[src/rtl/fetch_stage.sv]
// rtl/fetch_stage.sv - instruction fetch stage with one-deep skid buffer feeding the IF/ID register
module fetch_stage #(
  parameter logic [31:0] RESET_PC  = 32'h0000_0000,
  parameter logic [31:0] NOP_INSTR = 32'h0000_0013
) (
  input  logic        clk_i,
  input  logic        rst_i,
  input  logic        stall_i,
  input  logic        flush_i,
  input  logic [31:0] redirect_pc_i,
  output logic        imem_req_o,
  output logic [31:0] imem_addr_o,
  input  logic        imem_valid_i,
  input  logic [31:0] imem_rdata_i,
  output logic [31:0] instr_o,
  output logic [6:0]  op_o,
  output logic [31:0] pc_o,
  output logic [31:0] pc_plus4_o,
  output logic        valid_o
);

  // FETCH issues, WAIT expects the response, HOLD parks a stalled response,
  // DISCARD swallows the response of a request killed by a redirect.
  typedef enum logic [1:0] {
    ST_FETCH   = 2'd0,
    ST_WAIT    = 2'd1,
    ST_HOLD    = 2'd2,
    ST_DISCARD = 2'd3
  } state_t;

  state_t      state_q, state_d;
  logic [31:0] fpc_q, fpc_d;
  logic [31:0] skid_instr_q, skid_instr_d;
  logic [31:0] skid_pc_q, skid_pc_d;
  logic [31:0] instr_q, instr_d;
  logic [31:0] pc_q, pc_d;
  logic        valid_q, valid_d;

  // Next-state and IF/ID update; flush wins over stall, stall holds IF/ID.
  always_comb begin
    state_d      = state_q;
    fpc_d        = fpc_q;
    skid_instr_d = skid_instr_q;
    skid_pc_d    = skid_pc_q;
    instr_d      = instr_q;
    pc_d         = pc_q;
    valid_d      = valid_q;

    if (flush_i) begin
      fpc_d   = {redirect_pc_i[31:2], 2'b00};
      valid_d = 1'b0;
      instr_d = NOP_INSTR;
      // The skid contents die with the redirect; HOLD is left unconditionally.
      unique case (state_q)
        ST_FETCH: state_d = ST_DISCARD;
        ST_WAIT:  state_d = imem_valid_i ? ST_FETCH : ST_DISCARD;
        ST_HOLD:  state_d = ST_FETCH;
        default:  state_d = imem_valid_i ? ST_FETCH : ST_DISCARD;
      endcase
    end else begin
      // An unstalled cycle that does not load a real entry shows a bubble.
      if (!stall_i) begin
        valid_d = 1'b0;
        instr_d = NOP_INSTR;
      end
      unique case (state_q)
        ST_FETCH: state_d = ST_WAIT;
        ST_WAIT: begin
          if (imem_valid_i) begin
            fpc_d = fpc_q + 32'd4;
            if (stall_i) begin
              skid_instr_d = imem_rdata_i;
              skid_pc_d    = fpc_q;
              state_d      = ST_HOLD;
            end else begin
              instr_d = imem_rdata_i;
              pc_d    = fpc_q;
              valid_d = 1'b1;
              state_d = ST_FETCH;
            end
          end
        end
        ST_HOLD: begin
          if (!stall_i) begin
            instr_d = skid_instr_q;
            pc_d    = skid_pc_q;
            valid_d = 1'b1;
            state_d = ST_FETCH;
          end
        end
        default: begin
          if (imem_valid_i) begin
            state_d = ST_FETCH;
          end
        end
      endcase
    end
  end

  // State, fetch PC, skid buffer and IF/ID registers with asynchronous reset.
  always_ff @(posedge clk_i or posedge rst_i) begin
    if (rst_i) begin
      state_q      <= ST_FETCH;
      fpc_q        <= RESET_PC;
      skid_instr_q <= NOP_INSTR;
      skid_pc_q    <= 32'd0;
      instr_q      <= NOP_INSTR;
      pc_q         <= 32'd0;
      valid_q      <= 1'b0;
    end else begin
      state_q      <= state_d;
      fpc_q        <= fpc_d;
      skid_instr_q <= skid_instr_d;
      skid_pc_q    <= skid_pc_d;
      instr_q      <= instr_d;
      pc_q         <= pc_d;
      valid_q      <= valid_d;
    end
  end

  // Reset parks the FSM in FETCH, so the request is gated until reset drops.
  assign imem_req_o  = (state_q == ST_FETCH) && !rst_i;
  assign imem_addr_o = fpc_q;
  assign instr_o     = instr_q;
  assign op_o        = instr_q[6:0];
  assign pc_o        = pc_q;
  assign pc_plus4_o  = pc_q + 32'd4;
  assign valid_o     = valid_q;

endmodule

[config.mk]
export PLATFORM = sky130hd
export DESIGN_NAME = fetch_stage
export DESIGN_NICKNAME = d
export VERILOG_FILES = /design/src/rtl/fetch_stage.sv
export SDC_FILE = /design/constraint.sdc
export NUM_CORES = 1
export LEC_CHECK = 0
export ABC_AREA = 1
export CORE_AREA = 5 5 164 134
export DETAILED_ROUTE_END_ITERATION = 7
export DIE_AREA = 0 0 169 139
export PLACE_DENSITY = 0.76
export SLEW_MARGIN = 20
export SYNTH_ARGS = -nofsm -noshare
export SYNTH_HDL_FRONTEND = slang
export SYNTH_SLANG_ARGS = --single-unit
[constraint.sdc]
create_clock -name clk_i -period 5.6 [get_ports clk_i]
set_input_delay 1.12 -clock clk_i [delete_from_list [all_inputs] [get_ports clk_i]]
set_output_delay 1.12 -clock clk_i [all_outputs]
set_load 0.03 [all_outputs]
==> impl_metrics.ini <==
[route]
drc = 0
wire_per_inst_microns = 16.6
routed_wl_mm = 27.4
dr.pass1.iters = 7
drt.antenna.violating_nets = 0
first_iter_violations = 819
viasPerCell = 5.33
via_count = 8818

[yosys]
synth.area.top_cells = dfrtp_1 (42%), nand2_1 (13%), o21ai_0 (7.4%)
synth.avg_cell_area_sq_um = 7.47
synth_cell_types = 40
seq_area_frac_synth_pct = 43.3
ys.flop_type = dfrtp_1
synth_top_area_share_pct = 41.6
synth-edff-count = 0
synth_seq_cells = 157
synthCells = 1216
async_flop_share_pct = 100
yosysWarningCount = 0
synth_top_area_cell = dfrtp_1
synthTopCellsByCount = nand2_1 (305), dfrtp_1 (151), inv_1 (145)
syn_area_sq_um = 9090
synth.most_common_cell = nand2_1

[cts]
clock_latency_ns = 0.43
post_cts_buffers = 0
cts_max_path_buffers = 2
cts-resized-gates = 0
cts.sinks = 157
holdBufCountCts = 0
cts_root_buffer = clkbuf_16
clk_pin_slew_ns = 0.06
cts_tree = built
htree_levels = 4
cts_made_buffers = 17

[place]
dpl.hpwl_mm = 19.2
port_buffers = 197
dp.cells = 1623
place_congestion = 0.894
pre_cts_slack_ns = 1.76

[cells_and_area]
num-fill-cells = 1865
drive_above_1_share_pct = 5.71
area_delta_synth_final_pct = 28.8
postLayoutCoreUtil_pct = 57.7
fin_nets = 1448
diodes = 0
stdcell_count = 1653

[grt]
grt_pass1_wl_mm = 44.3
grt_pass1_vias = 8376
grt-ovfl-total = 0
antenna_found_initial = 5
grt_max_degree = 121
grtUsageTotal_pct = 23.1

[worst_setup_path]
reg2reg_depth = 9
r2r_slack_ns = 2.53
r2r_end = pc_o[29]
cp.arrival_ns = 2.74
cp-end-kind = primary output
reg2reg_from = state_q[1]
critPathRequiredTime_ns = 4.48
cp-start-kind = flop
critPathLaunch = pc_o[3]
path_class = flop to primary output
critPathMaxFanout = 4
crit_path_end = pc_plus4_o[18]

[sta]
finClkSkew_ns = 0.00790
hold_violations = 0
fin_setup_tns_ns = 0
max_freq_ghz = 0.259
fin_crit_ns = 3.86
slew_violations = 0
setup_viol = 0
finalCritPeriodShare_pct = 68.9
relSlewSlack_pct = 40.1
layout_setup_ws_ns = 1.74
tightest_slew_ns = 0.898
grt_setup_unrepaired = no

[floorplanning]
io_pins = 206
rows = 47
core-area_sq_um = 20300
start_util_pct = 44.8
die_h_microns = 139
die_x_microns = 169
dieArea_sq_um = 23500

[run_status]
status = complete, no violations

[pwr]
ir_drop_mv = 0.399
p_per_area_nw_per_um2 = 533
power_leakage_uw = 0.00538
fin_total_pwr_uw = 6240

[hold_path]
hold_class = flop to flop

[flow_run]
maxCapViolations = 0
-- power by group --
part | internal, uW | total (uW) | switching (uW)
logic | 1130 | 3060 | 1930
clock network | 749 | 1210 | 460
registers | 1580 | 1970 | 395
-- stage by stage --
stage	hold WS, ns	area (sq um)
global route	0.506	11700
floorplan	0.448	9100
CTS	0.484	11700
global placement	0.461	11100
finish	0.485	11700
detailed placement	0.468	11100
-- area by class of cell --
class | count | area, sq um | share of cell area, %
Multi-Input combinational cell | 839 | 4200 | 35.9
Clock buffer | 18 | 439 | 3.75
Inverter | 151 | 579 | 4.95
Clock inverter | 12 | 171 | 1.46
Tap cell | 269 | 337 | 2.88
Sequential cell | 157 | 3940 | 33.6
Timing Repair Buffer | 207 | 2040 | 17.4
-- cells in the final DEF, fill, tap and decap left out, drive strengths merged, types with 26 or more instances in the layout --
master         count
a21oi             77
clkdlybuf4s50    195
dfrtp            151
inv              150
nand2            310
nand3             49
nor2              81
nor3              48
o211ai            26
o21ai            143
o31ai             28
xor2              36
-- worst min-delay path by stage --
stage / startpoint / end / slack (ns) / cells after the start
2_1_floorplan: skid_pc_q[13] / skid_pc_q[13] / 0.45 / 2
3_3_place_gp: skid_pc_q[25] / skid_pc_q[25] / 0.46 / 2
3_5_place_dp: skid_pc_q[6] / skid_pc_q[6] / 0.47 / 2
4_1_cts: skid_pc_q[6] / skid_pc_q[6] / 0.48 / 2
5_1_grt: skid_instr_q[10] / skid_instr_q[10] / 0.51 / 2
6_report: skid_instr_q[19] / skid_instr_q[19] / 0.49 / 2
-- per-layer routing --
metal  GRT usage (%)  wire, microns  share of wire, %
met3            5.73           2140               7.8
met5               0             57              0.21
met2            36.7          12600                46
met4            6.52            566               2.1
met1            31.6          12100                44
-- state kept, by name, summed over array words and instances (netlist names) --
| register | cells |
|---|---|
| instr_o | 32 |
| skid_instr_q | 32 |
| imem_addr_o | 30 |
| pc_o | 30 |
| skid_pc_q | 30 |
| state_q | 2 |
| valid_o | 1 |
-- kinds of logic (layout without fill, tap and decap cells) --
family / count (synthesis) / in the layout / share of synthesized area [%]
AO/OA/AOI/OAI: 288 / 288 / 18.1
XOR/XNOR: 36 / 36 / 3.47
adder cells (fa/ha/maj): 6 / 6 / 0.826
buffers and inverters: 225 / 388 / 10.8
flip-flops: 157 / 157 / 43.3
multiplexers: 4 / 4 / 0.496
other: 1 / 6 / 0.0413
AND/OR/NAND/NOR: 499 / 499 / 23.0
-- worst max-delay path, stage by stage (launching register included) --
cell and delay (ns):
dfrtp_1 0.41, ha_1 0.24, nand2_1 0.10, nor3_2 0.32, nand3b_1 0.20, nor2_1 0.20, xor2_1 0.16, clkdlybuf4s50_1 0.68
No activity file was read; power rests on OpenSTA's default activity.
